**src/rtl/digit_serial_adder_if.sv**
```systemverilog
// Operand/result handshake bundle for the digit-serial adder.
// Both channels are valid/ready: a transfer happens on any rising edge where valid and ready are both high.
interface digit_serial_adder_if #(
    parameter int WIDTH = 16
);
    logic             in_valid;
    logic             in_ready;
    logic [WIDTH-1:0] x;
    logic [WIDTH-1:0] y;
    logic             cin;
    logic             sub;
    logic             out_valid;
    logic             out_ready;
    logic [WIDTH-1:0] sum;
    logic             cout;
    logic             overflow;
    logic             busy;

    modport master (
        output in_valid, x, y, cin, sub, out_ready,
        input  in_ready, out_valid, sum, cout, overflow, busy
    );

    modport slave (
        input  in_valid, x, y, cin, sub, out_ready,
        output in_ready, out_valid, sum, cout, overflow, busy
    );
endinterface

```
**src/rtl/digit_serial_adder.sv**
```systemverilog
// Add/subtract of two WIDTH-bit operands, DIGIT bits per clock through a ripple slice and a registered carry.
// Result registers only update when the last digit completes, so they never show a partial sum.
module digit_serial_adder #(
    parameter int WIDTH = 16,
    parameter int DIGIT = 4
) (
    input  logic                clk,
    input  logic                reset,
    digit_serial_adder_if.slave bus,
    output logic [1:0]          state_dbg
);
    localparam int NDIG = WIDTH / DIGIT;
    localparam int CW   = (NDIG > 1) ? $clog2(NDIG) : 1;

    generate
        if (DIGIT < 1) begin : g_bad_digit
            $error("digit_serial_adder: DIGIT must be >= 1");
        end else if ((WIDTH % DIGIT) != 0) begin : g_bad_ratio
            $error("digit_serial_adder: WIDTH must be a multiple of DIGIT");
        end
    endgenerate

    typedef enum logic [1:0] {
        IDLE = 2'd0,
        RUN  = 2'd1,
        DONE = 2'd2
    } state_t;

    state_t           state_q, state_d;
    logic [WIDTH-1:0] x_q, y_q, r_q, r_d;
    logic             carry_q;
    logic [CW-1:0]    cnt_q;
    logic [WIDTH-1:0] sum_q;
    logic             cout_q, ovf_q;
    logic [DIGIT-1:0] xd, yd, sd;
    logic             dc_out, c_msb, last, accept, consume;
    int               base;

    assign accept  = bus.in_valid && (state_q == IDLE);
    assign consume = bus.out_ready && (state_q == DONE);
    assign last    = (cnt_q == CW'(NDIG - 1));

    // Digit slice: operand y is already inverted for subtraction, so this is always an add.
    always_comb begin
        base           = int'(cnt_q) * DIGIT;
        xd             = x_q[base +: DIGIT];
        yd             = y_q[base +: DIGIT];
        {dc_out, sd}   = {1'b0, xd} + {1'b0, yd} + {{DIGIT{1'b0}}, carry_q};
        // Carry into the top bit of this digit, recovered from the sum bit.
        c_msb          = xd[DIGIT-1] ^ yd[DIGIT-1] ^ sd[DIGIT-1];
        r_d            = r_q;
        r_d[base +: DIGIT] = sd;
    end

    always_comb begin
        state_d = state_q;
        case (state_q)
            IDLE:    if (accept)  state_d = RUN;
            RUN:     if (last)    state_d = DONE;
            DONE:    if (consume) state_d = IDLE;
            default: state_d = IDLE;
        endcase
    end

    always_ff @(posedge clk) begin
        if (reset) begin
            state_q <= IDLE;
            x_q     <= '0;
            y_q     <= '0;
            r_q     <= '0;
            carry_q <= 1'b0;
            cnt_q   <= '0;
            sum_q   <= '0;
            cout_q  <= 1'b0;
            ovf_q   <= 1'b0;
        end else begin
            state_q <= state_d;
            case (state_q)
                IDLE: begin
                    if (accept) begin
                        x_q     <= bus.x;
                        y_q     <= bus.y ^ {WIDTH{bus.sub}};
                        carry_q <= bus.sub | bus.cin;
                        cnt_q   <= '0;
                    end
                end
                RUN: begin
                    r_q     <= r_d;
                    carry_q <= dc_out;
                    if (last) begin
                        sum_q  <= r_d;
                        cout_q <= dc_out;
                        ovf_q  <= c_msb ^ dc_out;
                    end else begin
                        cnt_q <= cnt_q + CW'(1);
                    end
                end
                default: ;
            endcase
        end
    end

    assign bus.in_ready  = (state_q == IDLE);
    assign bus.out_valid = (state_q == DONE);
    assign bus.busy      = (state_q != IDLE);
    assign bus.sum       = sum_q;
    assign bus.cout      = cout_q;
    assign bus.overflow  = ovf_q;
    assign state_dbg     = state_q;
endmodule

```
**src/flat_wrapper.sv**
```systemverilog
// flat-port wrapper written by rule: the top's interface ports become plain ports
module digit_serial_adder_flat 
#(
    parameter int WIDTH = 16,
    parameter int DIGIT = 4
)
  (clk, reset, state_dbg, bus_in_valid, bus_x, bus_y, bus_cin, bus_sub, bus_out_ready, bus_in_ready, bus_out_valid, bus_sum, bus_cout, bus_overflow, bus_busy);
  digit_serial_adder_if #(.WIDTH(WIDTH)) bus_i ();
  input  logic clk;
  input  logic reset;
  output logic [1:0] state_dbg;
  input wire logic [$bits(bus_i.in_valid)-1:0] bus_in_valid;
  input wire logic [$bits(bus_i.x)-1:0] bus_x;
  input wire logic [$bits(bus_i.y)-1:0] bus_y;
  input wire logic [$bits(bus_i.cin)-1:0] bus_cin;
  input wire logic [$bits(bus_i.sub)-1:0] bus_sub;
  input wire logic [$bits(bus_i.out_ready)-1:0] bus_out_ready;
  output wire logic [$bits(bus_i.in_ready)-1:0] bus_in_ready;
  output wire logic [$bits(bus_i.out_valid)-1:0] bus_out_valid;
  output wire logic [$bits(bus_i.sum)-1:0] bus_sum;
  output wire logic [$bits(bus_i.cout)-1:0] bus_cout;
  output wire logic [$bits(bus_i.overflow)-1:0] bus_overflow;
  output wire logic [$bits(bus_i.busy)-1:0] bus_busy;
  assign bus_i.in_valid = bus_in_valid;
  assign bus_i.x = bus_x;
  assign bus_i.y = bus_y;
  assign bus_i.cin = bus_cin;
  assign bus_i.sub = bus_sub;
  assign bus_i.out_ready = bus_out_ready;
  assign bus_in_ready = bus_i.in_ready;
  assign bus_out_valid = bus_i.out_valid;
  assign bus_sum = bus_i.sum;
  assign bus_cout = bus_i.cout;
  assign bus_overflow = bus_i.overflow;
  assign bus_busy = bus_i.busy;
  digit_serial_adder #(.WIDTH(WIDTH), .DIGIT(DIGIT)) u_core (.clk(clk), .reset(reset), .bus(bus_i), .state_dbg(state_dbg));
endmodule
```
**config.mk**
```make
export PLATFORM = sky130hd
export DESIGN_NAME = digit_serial_adder_flat
export DESIGN_NICKNAME = d
export VERILOG_FILES = /design/src/rtl/digit_serial_adder_if.sv /design/src/rtl/digit_serial_adder.sv /design/src/flat_wrapper.sv
export SDC_FILE = /design/constraint.sdc
export NUM_CORES = 1
export LEC_CHECK = 0
export CORE_MARGIN = 5
export CORE_UTILIZATION = 56
export DETAILED_ROUTE_END_ITERATION = 10
export PLACE_DENSITY = 0.95
export SYNTH_ARGS = -nofsm -noshare
export SYNTH_HDL_FRONTEND = slang
export SYNTH_SLANG_ARGS = --single-unit
```
**constraint.sdc**
```tcl
create_clock -name clk -period 7.95 [get_ports clk]
set_input_delay 1.1925 -clock clk [delete_from_list [all_inputs] [get_ports clk]]
set_output_delay 1.1925 -clock clk [all_outputs]
set_load 0.005 [all_outputs]
```
### Word level (Yosys, flattened, before mapping)

Index checks and enable logic that the tools add are counted.

| storage, ports and cells | value |
|---|---|
| word-level logic and storage cells | 49 |
| output and inout bits | 23 |
| input port bits | 38 |
| register bits after elaboration | 71 |

| cells by class | value |
|---|---|
| equality and inequality tests | 7 |
| shifts and indexed selects | 4 |
| muxes and demuxes | 10 |
| reductions and logical operators | 10 |
| add/sub/neg operators | 4 |
| bitwise logic cells | 5 |

Operator list:

| kind | number |
|---|---|
| $neg A4 Y33 | 1 |
| $shift A4 B33 Y16 const A | 1 |
| $shiftx A4 B33 Y16 | 1 |
| $shiftx A16 B5 Y4 | 2 |
| $bwmux W16 | 1 |
| $xor A16 B16 Y16 | 1 |
| $mux W2 | 5 |
| $ne A2 B1 Y1 const B | 3 |
| $pmux W2 S3 | 1 |
| $reduce_and A2 Y1 | 3 |
| $reduce_and A3 Y1 | 2 |
| $add A4 B4 Y5 | 1 |
| $add A5 B1 Y5 | 1 |
| $eq A2 B2 Y1 const B | 2 |
| $pmux W2 S2 | 1 |
| $reduce_bool A2 Y1 | 2 |
| $xor A1 B1 Y1 | 3 |
| $add A2 B1 Y2 const B | 1 |
| $eq A2 B1 Y1 const B | 1 |
| $logic_and A1 B1 Y1 | 2 |
| $logic_not A2 Y1 | 1 |
| $ne A2 B2 Y1 const B | 1 |
| $pmux W1 S2 | 1 |
| $mux W1 | 1 |
| $or A1 B1 Y1 | 1 |

### Longest topological paths before layout

| logic depth | value |
|---|---|
| word-level depth | 5 |
| mapped depth | 9 |
| mapped depth without buffers | 8 |

### Least setup slack after synthesis

No wires, ideal clock.

| path | value |
|---|---|
| path kind | register to register |
| start | register u_core.cnt_q[0] |
| end | register u_core.r_q[5] |
| cell stages (with the launch flop) | 9 |
| required time | 7.864 ns |
| buffers on the path | 1 |
| arrival | 2.640 ns |
| clock period less this slack | 2.725 ns |
| setup time | 0.086 ns |
| setup slack | 5.225 ns |
| path through | dfxtp_1 buf_4 mux4_2 fa_1 inv_1 fa_1 nor4_1 a21oi_1 a211oi_1 |

| on the way | value |
|---|---|
| cells in the longest elaborated chain, start to end | 5 |
| elaborated cells on any way between the ends | 8 |
| classes of those cells | add/sub: 3; shift: 4; mux: 1 |

Ends and longest elaborated chain:

| item | line | text |
|---|---|---|
| from (decl) | digit_serial_adder.sv:32 | `logic [CW-1:0] cnt_q;` |
| from (signal assigned) | digit_serial_adder.sv:95 | `cnt_q <= cnt_q + CW'(1);` |
| $shiftx A16 B5 Y4 (on tied branches) | digit_serial_adder.sv:46, digit_serial_adder.sv:47 |  |
| $add A4 B4 Y5 | digit_serial_adder.sv:48 | `{dc_out, sd} = {1'b0, xd} + {1'b0, yd} + {{DIGIT{1'b0}}, carry_q};` |
| $add A5 B1 Y5 | digit_serial_adder.sv:48 |  |
| $shiftx A4 B33 Y16 | digit_serial_adder.sv:52 | `r_d[base +: DIGIT] = sd;` |
| $bwmux W16 (*) | digit_serial_adder.sv:52 |  |
| to (signal assigned) | digit_serial_adder.sv:88 | `r_q <= r_d;` |
| to (decl) | digit_serial_adder.sv:30 | `logic [WIDTH-1:0] x_q, y_q, r_q, r_d;` |

Mark *: on every way between the ends. The rest lies on a longest branch, timed or not.
A chain may end at the register's enable or synchronous reset.

### Worst setup path after layout

| path | value |
|---|---|
| start | register u_core.cnt_q[0] |
| end | register u_core.r_q[11] |

The elaborated chain is that of the path after synthesis.

==> impl_metrics.sql <==
INSERT INTO impl_metrics (metric_group, metric, value, unit) VALUES
('status', 'run_status', 'finished, final reports clean', ''),
('clocking', 'cts-buffers-inserted', '9', ''),
('setup_path', 'worst_path_dominant_cell_family', 'flip-flops', ''),
('worst_hold_path', 'worst_hold_path_type', 'reg2reg', ''),
('die', 'chipHeight', '87.5', 'µm'),
('setup_path', 'crit_path_start_kind', 'flop', ''),
('sta', 'finalCritPeriodShare', '0.417', ''),
('setup_path', 'cp_data_arrival_time', '3.51', 'ns'),
('clocking', 'cts.htree.levels', '3', ''),
('power_and_ir_drop', 'power.switching_fraction', '0.261', ''),
('placement', 'final_replace_weighted_congestion', '0.830', ''),
('logic_synthesis', 'yosysTopAreaCellShare', '0.422', ''),
('layout', 'final_net_count', '465', ''),
('placement', 'pre_cts_slack', '4.68', 'ns'),
('sta', 'setup_repair_after_global_routing_missed_its_margin', 'false', ''),
('global_routing', 'first_global_vias', '2778', ''),
('setup_path', 'critical_path_peak_fanout', '16', ''),
('sta', 'final-setup-viol-count', '0', ''),
('sta', 'fin_worst_skew', '0.00591', 'ns'),
('sta', 'setup_total_negative_slack', '0', 'ns'),
('power_and_ir_drop', 'power_density', '191', 'nW/µm²'),
('logic_synthesis', 'area_share_of_xor_xnor_cells_in_the_synthesized_design', '0.0494', ''),
('clocking', 'cts_tree', 'built', ''),
('logic_synthesis', 'synth-seq-area-share', '0.422', ''),
('layout', 'most_common_cell_after_layout_fill_and_taps_aside', 'sky130_fd_sc_hd__dfxtp_1', ''),
('power_and_ir_drop', 'cellInternalPower', '0.583', 'mW'),
('setup_path', 'critPathMaxStageDelay', '0.85', 'ns'),
('sta', 'final-hold-violation-count', '0', ''),
('global_routing', 'number_of_antenna_violations_at_the_first_check_in_global_routing', '0', ''),
('placement', 'buffer_ports.inserted', '60', ''),
('clocking', 'ctsLongestPathBuffers', '2', ''),
('global_routing', 'groute.usage.overall', '0.209', ''),
('placement', 'dp_hpwl', '5270', 'µm'),
('logic_synthesis', 'synthesis.area', '3370', 'µm²'),
('route', 'route.final.wire_length', '7390', 'µm'),
('logic_synthesis', 'compound_gate_fraction_of_synth_area', '0.194', ''),
('die', 'io_pins', '61', ''),
('logic_synthesis', 'synth_top_family_by_area', 'compound AO/OA/AOI/OAI gates', ''),
('die', 'die_width', '87.5', 'µm'),
('setup_path', 'critPathSlowestCell', 'sky130_fd_sc_hd__dfxtp_1', ''),
('route', 'detail_route.first_pass.iterations', '4', ''),
('route', 'route.antenna.remaining_nets', '0', ''),
('sta', 'timing.slew.headroom', '0.211', ''),
('sta', 'worst-slew-pin-transition', '1.17', 'ns'),
('clocking', 'clock_latency', '0.34', 'ns'),
('die', 'die_ar', '7660', 'µm²'),
('route', 'detailroute.via_count', '2827', ''),
('die', 'starting_density_of_the_core', '0.572', ''),
('sta', 'fin_worst_hold_slack', '0.454', 'ns'),
('route', 'route.detailed.drc', '0', ''),
('logic_synthesis', 'synth.mux.area_fraction', '0.0535', ''),
('clocking', 'hold_buffers', '0', ''),
('power_and_ir_drop', 'seqPwrFrac', '0.490', ''),
('layout', 'drive_gt1_frac', '0.0974', ''),
('clocking', 'postCtsResizedCells', '0', ''),
('power_and_ir_drop', 'power.share.clock', '0.357', ''),
('setup_path', 'cp_data_required_time', '8.15', 'ns'),
('die', 'placementRows', '28', ''),
('clocking', 'cts.sink_count', '71', ''),
('clocking', 'worst_setup_hold_path_clk_slew', '0.07', 'ns'),
('logic_synthesis', 'synthDistinctLibCells', '40', ''),
('logic_synthesis', 'ys_warn_count', '0', ''),
('sta', 'report.final.slew_viol_count', '0', ''),
('setup_path', 'worstSetupPathType', 'reg2reg', ''),
('logic_synthesis', 'post_synth_main_area_contributors', 'sky130_fd_sc_hd__dfxtp_1, sky130_fd_sc_hd__a211oi_1, sky130_fd_sc_hd__mux4_2', ''),
('layout', 'layout.cells.most_common_list', 'sky130_fd_sc_hd__dfxtp_1, sky130_fd_sc_hd__clkdlybuf4s50_1, sky130_fd_sc_hd__nor2_1', ''),
('logic_synthesis', 'synthesis.nets', '417', ''),
('logic_synthesis', 'postSynth.topFlopCell', 'sky130_fd_sc_hd__dfxtp_1', ''),
('clocking', 'post_cts.repair.setup_buffers', '0', ''),
('global_routing', 'total_congestion_overflow', '0', ''),
('run', 'maxCapViolations', '0', '');
[synthesized netlist by cell type (2+ instances only)]
library cell and count:
sky130_fd_sc_hd__nor2b_1 5, sky130_fd_sc_hd__inv_1 11, sky130_fd_sc_hd__nand3b_1 8, sky130_fd_sc_hd__o21bai_1 5
sky130_fd_sc_hd__and3_1 2, sky130_fd_sc_hd__a22oi_1 5, sky130_fd_sc_hd__nand2_1 43, sky130_fd_sc_hd__buf_8 2
sky130_fd_sc_hd__nor2_1 44, sky130_fd_sc_hd__dfxtp_1 71, sky130_fd_sc_hd__nor2_2 6, sky130_fd_sc_hd__nand2b_1 2
sky130_fd_sc_hd__o21ai_0 5, sky130_fd_sc_hd__clkbuf_1 13, sky130_fd_sc_hd__buf_4 2, sky130_fd_sc_hd__nor3_1 8
sky130_fd_sc_hd__a211oi_2 6, sky130_fd_sc_hd__a211oi_1 32, sky130_fd_sc_hd__nor4_1 2, sky130_fd_sc_hd__nor3b_1 2
sky130_fd_sc_hd__buf_2 8, sky130_fd_sc_hd__a31oi_1 3, sky130_fd_sc_hd__ha_1 9, sky130_fd_sc_hd__a21oi_1 28
sky130_fd_sc_hd__a221oi_1 6, sky130_fd_sc_hd__xor2_1 2, sky130_fd_sc_hd__fa_1 2, sky130_fd_sc_hd__xnor2_1 17
sky130_fd_sc_hd__mux4_2 8
[worst register-to-register path: stages (launching register included)]
cell and delay, ns:
sky130_fd_sc_hd__dfxtp_1 0.85, sky130_fd_sc_hd__mux4_2 0.63, sky130_fd_sc_hd__fa_1 0.43, sky130_fd_sc_hd__a21o_1 0.18, sky130_fd_sc_hd__a21oi_1 0.30, sky130_fd_sc_hd__xor2_1 0.60, sky130_fd_sc_hd__o21ai_0 0.19
[registers in the layout, indices dropped and copies added, names as in the netlist, 2 cells and up]
name / flops
u_core.bus.sum: 16
u_core.r_q: 16
u_core.x_q: 16
u_core.y_q: 16
u_core.cnt_q: 2
u_core.state_dbg: 2
[layer usage]
metal / share of wire / GRT usage / up-vias
met5: 0 / 0 / -
met4: 0.031 / 0.117 / 0
met3: 0.069 / 0.0640 / 24
met2: 0.50 / 0.343 / 103
met1: 0.40 / 0.243 / 1306
li1: - / - / 1394
[kinds of logic (layout without fill, tap and decap cells)]
| logic type | count (synthesis) | in the layout |
|---|---|---|
| mux | 8 | 8 |
| simple gates | 129 | 129 |
| xor+xnor | 19 | 19 |
| buf+inv | 37 | 90 |
| compound gates | 93 | 93 |
| fa+ha+maj | 11 | 11 |
| flops | 71 | 71 |
[through the flow]
| stage | util | area (µm²) | power (mW) | cells |
|---|---|---|---|---|
| after global routing | 0.702 | 4130 | 0.824 | 496 |
| after detailed placement | 0.669 | 3940 | 0.514 | 480 |
| final | 0.702 | 4130 | 0.789 | 496 |
| after floorplan | - | 3370 | 0.472 | 368 |
| after global placement | 0.669 | 3940 | 0.508 | 480 |
| after CTS | 0.702 | 4130 | 0.794 | 496 |
[final timing paths]
check	end	cells past startpoint	from	slack (ns)
worst max-delay path	u_core.r_q[11]	6	u_core.cnt_q[0]	4.64
worst min register to register	u_core.x_q[3]	2	u_core.x_q[3]	0.45
worst max register to register	u_core.r_q[11]	6	u_core.cnt_q[0]	4.64
worst min-delay path	u_core.x_q[3]	2	u_core.x_q[3]	0.45
[power by group through the flow]
stage	combinational, mW	clock (mW)	sequential [mW]
finish	0.121	0.282	0.386
global route	0.133	0.303	0.388
CTS	0.120	0.287	0.386
detailed placement	0.120	0	0.394
global placement	0.115	0	0.393
floorplan	0.0845	0	0.388
[final cells by class]
class | count | area, µm²
inverters | 11 | 41.3
clock inverters | 4 | 45.0
well taps | 75 | 93.8
repair buffers | 63 | 618
clock buffers | 12 | 145
flip-flops and latches | 71 | 1420
fillers | 441 | 1760
multi-input cells | 260 | 1770
No activity file was read; power rests on OpenSTA's default activity.
